**src/rtl/shr_operand_fifo_pkg.sv**
```systemverilog
// shr_operand_fifo_pkg: shared defaults and entry sizing for the shift-right operand FIFO
package shr_operand_fifo_pkg;
    localparam int DEF_DATAWIDTH = 2;
    localparam int DEF_DEPTH = 4;
    function automatic int entry_w(input int dw);
        return 2 * dw + 1;
    endfunction
endpackage

```
**src/rtl/shr_fifo_mem.sv**
```systemverilog
// shr_fifo_mem: DEPTH x WIDTH register array, one sync write port, one async read port, no storage reset
module shr_fifo_mem
    import shr_operand_fifo_pkg::*;
#(
    parameter int DEPTH = DEF_DEPTH,
    parameter int WIDTH = entry_w(DEF_DATAWIDTH),
    parameter int PTRW = $clog2(DEPTH)
) (
    input  logic             clk,
    input  logic             we,
    input  logic [PTRW-1:0]  waddr,
    input  logic [WIDTH-1:0] wdata,
    input  logic [PTRW-1:0]  raddr,
    output logic [WIDTH-1:0] rdata
);
    logic [WIDTH-1:0] mem [DEPTH];
    // storage write; contents are meaningless until written, the top masks them via count
    always_ff @(posedge clk) begin
        if (we) mem[waddr] <= wdata;
    end
    assign rdata = mem[raddr];
endmodule

```
**src/rtl/shr_operand_fifo.sv**
```systemverilog
// shr_operand_fifo: circular operand FIFO feeding the shift-right unit with a precomputed zero-result flag
module shr_operand_fifo
    import shr_operand_fifo_pkg::*;
#(
    parameter int DATAWIDTH = DEF_DATAWIDTH,
    parameter int DEPTH = DEF_DEPTH
) (
    input  logic                       Clk,
    input  logic                       Rst,
    input  logic                       in_valid,
    output logic                       in_ready,
    input  logic [DATAWIDTH-1:0]       in_a,
    input  logic [DATAWIDTH-1:0]       in_sh_amt,
    output logic                       out_valid,
    input  logic                       out_ready,
    output logic [DATAWIDTH-1:0]       a,
    output logic [DATAWIDTH-1:0]       sh_amt,
    output logic                       out_zero,
    output logic [$clog2(DEPTH):0]     count
);
    localparam int PTRW = $clog2(DEPTH);
    localparam int ENTRYW = entry_w(DATAWIDTH);
    localparam int CW = PTRW + 1;
    logic [PTRW-1:0] wr_ptr, rd_ptr;
    logic [ENTRYW-1:0] wdata, rdata;
    logic push, pop, zero_flag;
    assign in_ready = count != CW'(DEPTH);
    assign out_valid = count != '0;
    assign push = in_valid & in_ready;
    assign pop = out_valid & out_ready;
    assign zero_flag = (in_sh_amt >= DATAWIDTH'(DATAWIDTH)) | (in_a == '0);
    assign wdata = {zero_flag, in_sh_amt, in_a};
    assign a = out_valid ? rdata[DATAWIDTH-1:0] : '0;
    assign sh_amt = out_valid ? rdata[2*DATAWIDTH-1:DATAWIDTH] : '0;
    assign out_zero = out_valid & rdata[ENTRYW-1];
    shr_fifo_mem #(.DEPTH(DEPTH), .WIDTH(ENTRYW), .PTRW(PTRW)) u_mem (
        .clk(Clk),
        .we(push),
        .waddr(wr_ptr),
        .wdata(wdata),
        .raddr(rd_ptr),
        .rdata(rdata)
    );
    // pointers wrap naturally at DEPTH (power of two); full/empty come from count alone
    always_ff @(posedge Clk or posedge Rst) begin
        if (Rst) begin
            wr_ptr <= '0;
            rd_ptr <= '0;
            count <= '0;
        end else begin
            if (push) wr_ptr <= wr_ptr + 1'b1;
            if (pop) rd_ptr <= rd_ptr + 1'b1;
            count <= count + CW'(push) - CW'(pop);
        end
    end
endmodule

```
**config.mk**
```make
export PLATFORM = sky130hd
export DESIGN_NAME = shr_operand_fifo
export DESIGN_NICKNAME = d
export VERILOG_FILES = /design/src/rtl/shr_operand_fifo_pkg.sv /design/src/rtl/shr_fifo_mem.sv /design/src/rtl/shr_operand_fifo.sv
export SDC_FILE = /design/constraint.sdc
export NUM_CORES = 1
export LEC_CHECK = 0
export CORE_MARGIN = 3
export CORE_UTILIZATION = 40
export DETAILED_ROUTE_END_ITERATION = 8
export REMOVE_ABC_BUFFERS = 1
export SLEW_MARGIN = 20
export SYNTH_ARGS = -nofsm -noshare
export SYNTH_HDL_FRONTEND = slang
export SYNTH_SLANG_ARGS = --single-unit
```
**constraint.sdc**
```tcl
create_clock -name Clk -period 2.25 [get_ports Clk]
set_clock_uncertainty 0.15 [all_clocks]
set_input_delay 0.3375 -clock Clk [delete_from_list [all_inputs] [get_ports Clk]]
set_output_delay 0.3375 -clock Clk [all_outputs]
set_load 0.1 [all_outputs]
```
### Word level (Yosys, flattened, before mapping)

Memories as Yosys holds them, arrays and structs flattened.
Cells that the tools add are included.

* multiplexer cells: 4
* bitwise logic cells: 4
* add/sub/neg operators: 4
* $lt $le $gt $ge: 1
* equal/unequal tests: 1
* reduce and logical (&&, ||, !) cells: 2

Operators by type and width (number)
* adder 2 x 1 -> 2 bit, second input constant: 2
* 2-to-1 mux 2 bit: 2
* adder 3 x 1 -> 3 bit: 1
* AND 1 bit: 3
* != test 3 bit, second input constant: 1
* nonzero test 3 bit: 1
* subtractor 3 x 1 -> 3 bit: 1
* greater-or-equal comparator 2 bit, second input constant: 1
* zero test 2 bit: 1
* 2-to-1 mux 1 bit: 2
* bitwise OR 1 bit: 1

* bits in writable memories: 20
* output and inout bits: 10
* register bits after elaboration: 7
* input port bits: 8
* memories kept: 1

Memory list
* u_mem.mem: depth 4, width 5, read ports 1, clocked after memory_dff 0, write ports 1, RTL line shr_fifo_mem.sv:16 `logic [WIDTH-1:0] mem [DEPTH];`

### Logic depth before layout (Yosys ltp)

Gate-level depths: netlist of run 1.

* depth in word-level cells: 4
* gate-level depth with buffers: 10

### By module

Synthesis of run 1 repeated with hierarchy kept, for this count alone.

* cells, all modules: 71
* area total of the unflattened synthesis: 1189.9 sq um

Modules (own cells, without submodules)
* shr_fifo_mem: times used 1, area an instance 755.7 sq um, cells each 30, sequential area each 600.6 sq um
* shr_operand_fifo: times used 1, area an instance 434.2 sq um, cells each 41, sequential area each 175.2 sq um

### Worst setup path after synthesis of run 1

OpenSTA, ideal clock, no wires.

* path type: register -> register
* start point: register count[1]
* end point: register count[2]
* library setup time: 0.159 ns
* cell stages (with the launch flop): 11
* required time: 1.941 ns
* buffers on the path: 1
* arrival: 3.517 ns
* slack: -1.576 ns
* path through: dfrtp_1 -> or3_1 -> clkbuf_1 -> and2_1 -> ha_1 -> inv_1 -> ha_1 -> inv_1 -> fa_1 -> xnor2_1 -> xnor2_1

* elaborated cells on any way between the ends: 6

RTL lines
* start, declared: RTL line shr_operand_fifo.sv:19 `output logic [$clog2(DEPTH):0] count`
* start signal, assigned: RTL line shr_operand_fifo.sv:53 `count <= count + CW'(push) - CW'(pop);`
* nonzero test 3 bit: RTL line shr_operand_fifo.sv:28 `assign out_valid = count != '0;`
* named net out_valid: RTL line shr_operand_fifo.sv:14 `output logic out_valid,`
* AND 1 bit: RTL line shr_operand_fifo.sv:30 `assign pop = out_valid & out_ready;`
* named net pop: RTL line shr_operand_fifo.sv:26 `logic push, pop, zero_flag;`
* subtractor 3 x 1 -> 3 bit: RTL line shr_operand_fifo.sv:53

The timed path passes the listed nets, and every way through them passes these cells.
A chain may end at the register's enable or synchronous reset.

### Worst setup path in the final report of run 1

* start point: register count[1]
* end point: register count[2]

* longest elaborated chain between the ends: 4
* elaborated cells on any way between the ends: 6

Ends and longest elaborated chain
* != test 3 bit: RTL line shr_operand_fifo.sv:27 `assign in_ready = count != CW'(DEPTH);`
* AND 1 bit: RTL line shr_operand_fifo.sv:29 `assign push = in_valid & in_ready;`
* adder 3 x 1 -> 3 bit: RTL line shr_operand_fifo.sv:53
* subtractor 3 x 1 -> 3 bit *: RTL line shr_operand_fifo.sv:53

Every way passes the cells marked *; elsewhere a longest branch is shown, timed or not.

==> results of run 1 <==
==> sequential cells by signal (all words and copies together), names as in the netlist <==
signal     count
count          3
wr_ptr         2
u_mem.mem     20
rd_ptr         2
==> synthesized netlist by cell type <==
cell and n:
or3b_4 1, and2_1 6, and2_4 1, clkbuf_1 2, ha_1 6, inv_1 7, o21bai_1 1, dfrtp_1 7
edfxtp_1 20, buf_2 1, nand3_1 1, mux2_4 1, xnor2_1 4, xor2_1 1, mux4_2 5, fa_1 1
and3_2 4, or3_1 1
==> metrics by stage <==
step	util	setup slack (ns)	hold WS, ns	cells	cell area, sq um
detailed placement	0.547	-0.251	0.426	125	1520
floorplan	-	-1.30	-0.00910	67	1170
finish	0.588	-0.0416	0.108	133	1640
CTS	0.583	-0.112	0.0839	132	1620
global route	0.588	-0.111	0.131	133	1640
global placement	0.547	-0.190	0.419	125	1520
==> final timing paths <==
kind / end / slack, ns / cells past startpoint
worst min-delay path: wr_ptr[1] / 0.11 / 2
min in group Clk: count[2] / 0.47 / 2
worst max register to register: count[2] / -0.04 / 10
max in group asynchronous: rd_ptr[0] / 1.60 / 2
worst min register to register: count[2] / 0.47 / 2
worst max-delay path: count[2] / -0.04 / 10
==> layout by cell type (no fill, tap or decap), drive strengths merged <==
master,count
and2,7
and3,4
buf,24
clkbuf,3
clkdlybuf4s50,7
clkinv,1
dfrtp,7
edfxtp,20
fa,1
ha,6
inv,7
mux2,1
mux4,5
nand3,1
o21bai,1
or3,1
or3b,1
xnor2,4
xor2,1
==> cell type report <==
type                            count  share of cell area
Clock inverter                      1             0.00306
Sequential cell                    27               0.475
Clock buffer                        3              0.0138
Tap cell                           31              0.0237
Multi-Input combinational cell     33               0.262
Inverter                            7              0.0161
Timing Repair Buffer               31               0.207
==> metal layers <==
metal  up-vias  share of wire  wire length, um
met3         2          0.029               60
met4         0         0.0091               19
met1       325           0.45              941
li1        313              -                -
met5         -              0                0
met2         8           0.51             1070
==> worst max-delay path, delay by kind of cell, from the launching register on <==
family / cells / cell delay, ns
adders and majority gates: 3 / 0.64
DFF: 1 / 0.43
and+or+nand+nor: 2 / 0.55
buffers and inverters: 3 / 0.14
xor gates and xnor gates: 2 / 0.28
==> cell families (layout without fill, tap and decap cells) <==
kind of cell               Yosys count  in the layout  share of synthesized area
AOI/OAI and AO/OA                    1              1                    0.00632
xor gates and xnor gates             5              5                     0.0369
adders and majority gates            7              7                     0.0801
buffers and inverters               10             42                     0.0327
DFF                                 27             27                      0.653
muxes                                6              6                      0.107
and+or+nand+nor                     14             14                     0.0832
==> repair_timing <==
item	in CTS	in global routing
pin swaps	9	10
buffers inserted	3	2
setup endpoints to repair	7	7
resized for setup	15	2
==> results.toml, run 1 <==
[global_route]
grt.total_usage = 0.131
grt_start_max_net_pins = 16
use_met2 = 0.199
grt_pass1_wl_mm = 3.35
grt_util_met1 = 0.184
global_route.usage.met3 = 0.0255
grt_pass1_vias = 677
grt.overflow.total = 0
grt_antenna_before_repair = 0
global_route.peak_usage_layer = "met2"

[clock_tree]
worstSkewPairLatency_ns = 0.32
htree_num_levels = 1
cts-buffers-inserted = 3
path_clk_slew_ns = 0.14
clk_root_buffer_cell = "clkbuf_4"
cts_tree = "yes"
tritoncts_num_sinks = 27
maximum_clock_path_buffer_count = 2
holdBufCountCts = 0

[timing]
post-route-min-period_ns = 2.29
drv_slew = 0
worst_slew_pin_slew_ns = 0.319
setup_repair_after_global_routing_missed_its_margin = "yes"
setup-tns-final_ns = -0.0416
worst_slack_ns = -0.0416
final.period_utilization = 1.02
max-slew-margin-rel = 0.787
clock.fmax_mhz = 436
timing.final.setup_violations = 1
hold_violations = 0

[routing]
detailedRoute.firstIterationViolations = 22
dr_total_vias = 648
drt_pass1_iterations = 4
drt_drc_violations_left = 0
totalWireLength_mm = 2.09
routed_length_per_placed_instance_um = 15.7
final_antenna_net_count = 0
routed_via_density = 4.87

[cells_and_area]
final_nets = 118
final-seq-area_sq_um = 777
diodes = 0
layout-drive-gt1-share = 0.549
areaGrowthSynthToFinish_pct = 37.7
nFillCells = 227
multiInputGateArea_sq_um = 428

[floorplan]
effective_utilization_at_floorplan = 0.427
std_cell_rows = 19
floorplan.die.width_um = 60.5
design.core.area_sq_um = 2780
die_area_sq_um = 3660
floorplan.io_pins = 18
chipHeight_um = 60.5

[setup_path]
cpMaxStageDelayCell = "dfrtp_1"
cp_data_required_time_ns = 2.33
ws_path_type = "flip-flop to flip-flop"
crit_chain = "or3b_4 -> and2_4 -> inv_2 -> ha_4 -> inv_2 -> ha_4 -> inv_2 -> fa_2 -> xnor2_2 -> xnor2_1"
setup_crit_start = "count[1]"
critPathArrivalTime_ns = 2.37
critical_path.max_stage_delay_ns = 0.43
crit_path_end_kind = "flip-flop"
worstPathMaxFanout = 4
r2r_start = "count[1]"
worst_setup_path_start_kind = "flip-flop"
crit_path_most_repeated_cell = "inv_2"

[flow_run]
timing.max_cap.violations = 0

[placed_design]
io_buffer_count = 17
gp_congestion = 0.710
dp_hpwl_mm = 1.49

[min_path]
timing.hold.worst.class = "input pin to asynchronous set/reset pin"

[synth]
syn-instance-count = 70
mappedNetlistArea_sq_um = 1190
ys_top_cells_by_area = "edfxtp_1 51%, dfrtp_1 15%, mux4_2 9.5%"
synthDominantAreaCellType = "edfxtp_1"
synth_top_cell_area_share = 0.506
synth.yosys.warnings = 0
synth-seq-cells = 27
yosysSeqAreaShare = 0.653
post_synth.cell_area_avg_sq_um = 17.0
number_of_different_library_cells_in_the_post_synthesis_netlist = 18

[run_status]
failing_checks = "setup timing"
outcome = "finished, violations left"
Power of run 1 is left out: the tool's default activity adds up to more than one toggle a clock period on the data nets, which glitch-free logic cannot reach.
==> run 2, diff against run 1 <==
- SETUP_SLACK_MARGIN: not set -> 0.5
==> run 2 against run 1 <==
Effect of this change:
- the flow still finishes with violations (setup timing)
- maximum frequency is 0.25% lower
- non-clock buffer count is 2 higher
- utilization rose by 1.9 points
- setup slack got worse by 0.0057 ns
- count of clock-buffer cells in the layout unchanged
==> results.toml, run 2 (same netlist as run 1, synthesis figures left out) <==
[clock_tree]
clk_root_buffer_cell = "clkbuf_4"
maximum_clock_path_buffer_count = 2
cts_tree = "yes"
worstSkewPairLatency_ns = 0.32
tritoncts_num_sinks = 27
cts-buffers-inserted = 3
path_clk_slew_ns = 0.14
holdBufCountCts = 0
htree_num_levels = 1

[routing]
drt_pass1_iterations = 4
dr_total_vias = 667
routed_length_per_placed_instance_um = 15.6
final_antenna_net_count = 0
detailedRoute.firstIterationViolations = 10
routed_via_density = 4.94
totalWireLength_mm = 2.10
drt_drc_violations_left = 0

[setup_path]
cpMaxStageDelayCell = "dfrtp_1"
ff2ff_path_depth = 10
cp_data_required_time_ns = 2.32
ws_path_type = "flip-flop to flip-flop"
r2r_setup_slack_ns = -0.05
worst-path-buf-inv = 3
crit_chain = "or3b_4 -> and2_4 -> inv_2 -> ha_4 -> inv_2 -> ha_4 -> inv_2 -> fa_2 -> xnor2_2 -> xnor2_1"
r2r_start = "count[1]"
worstPathMaxFanout = 4
regToRegEndpoint = "count[2]"
crit_path_most_repeated_cell = "inv_2"
worst_setup_path_start_kind = "flip-flop"
critical_path.top_delay_family = "adder cells"
critical_path.max_stage_delay_ns = 0.43
critPathArrivalTime_ns = 2.37
crit_path_end_kind = "flip-flop"

[global_route]
use_met2 = 0.201
grt_util_met1 = 0.188
grt_start_max_net_pins = 16
grt.total_usage = 0.132
grt_pass1_wl_mm = 3.39
global_route.usage.met3 = 0.0255
global_route.peak_usage_layer = "met2"
grt.overflow.total = 0
grt_antenna_before_repair = 0
grt_pass1_vias = 678

[placed_design]
postPlaceCellArea_sq_um = 1520
dp_hpwl_mm = 1.49
dp.cells = 125
io_buffer_count = 17
gp_congestion = 0.710

[cells_and_area]
layout.cell_area.non_filler_sq_um = 1690
nFillCells = 223
final_cell_count_no_fill = 135
largest_register_ffs = 20
biggestRegsByFlops = "u_mem.mem x20, count x3"
leading_cell_type_in_the_layout_fill_and_taps_excluded = "edfxtp_1"
layout-drive-gt1-share = 0.558
diodes = 0
layout.cells.most_common_list = "20 x edfxtp_1, 14 x buf_4, 7 x and2_4, 7 x clkdlybuf4s50_1, 7 x buf_12"
largest-register = "u_mem.mem"
final_nets = 120
areaGrowthSynthToFinish_pct = 42.1
postLayoutCoreUtil = 0.607

[run_status]
failing_checks = "setup timing"
outcome = "finished, violations left"

[floorplan]
design.core.area_sq_um = 2780
std_cell_rows = 19
effective_utilization_at_floorplan = 0.427
floorplan.io_pins = 18
chipHeight_um = 60.5
die_area_sq_um = 3660
floorplan.die.width_um = 60.5

[timing]
setup-tns-final_ns = -0.0473
worst_slack_ns = -0.0473
setup_repair_after_global_routing_missed_its_margin = "yes"
hold_violations = 0
final.period_utilization = 1.02
max-slew-margin-rel = 0.784
drv_slew = 0
worst_slew_pin_slew_ns = 0.324
timing.final.setup_violations = 1
post-route-min-period_ns = 2.30
clock.fmax_mhz = 435

[min_path]
timing.hold.worst.class = "input pin to asynchronous set/reset pin"

[flow_run]
timing.max_cap.violations = 0
[run 2: layout make-up]
type / instances / area (sq um) / share of cell area
Clock buffer: 3 / 22.5 / 0.0133
Clock inverter: 1 / 5.00 / 0.00297
Tap cell: 31 / 38.8 / 0.0230
Sequential cell: 27 / 777 / 0.460
Inverter: 7 / 26.3 / 0.0156
Multi-Input combinational cell: 33 / 443 / 0.262
Timing Repair Buffer: 33 / 375 / 0.222
[run 2: layer usage]
| metal | share of wire | wire length (um) |
|---|---|---|
| met4 | 0.0090 | 19 |
| met1 | 0.45 | 943 |
| met5 | 0 | 0 |
| met3 | 0.029 | 62 |
| met2 | 0.51 | 1080 |
[run 2: stage by stage]
| step | hold WS [ns] | setup slack, ns |
|---|---|---|
| after floorplan | -0.00910 | -1.30 |
| after global placement | 0.419 | -0.190 |
| after detailed placement | 0.426 | -0.251 |
| after CTS | 0.0839 | -0.112 |
| after global routing | 0.127 | -0.114 |
| final | 0.116 | -0.0473 |
[run 2: timing repair]
action	in CTS	in global routing
setup buffers	4	2
pin swaps	11	9
resized for setup	17	10
setup endpoints to repair	10	18
[run 2: worst max path at each step]
stage | start | endpoint | slack [ns] | depth (start not counted)
detailed placement | in_valid | count[2] | -0.25 | 10
global placement | in_valid | count[2] | -0.19 | 10
global route | count[2] | count[2] | -0.11 | 9
CTS | count[0] | count[2] | -0.11 | 10
floorplan | count[1] | count[2] | -1.30 | 9
finish | count[1] | count[2] | -0.05 | 10
Power of run 2 is left out for the same reason.
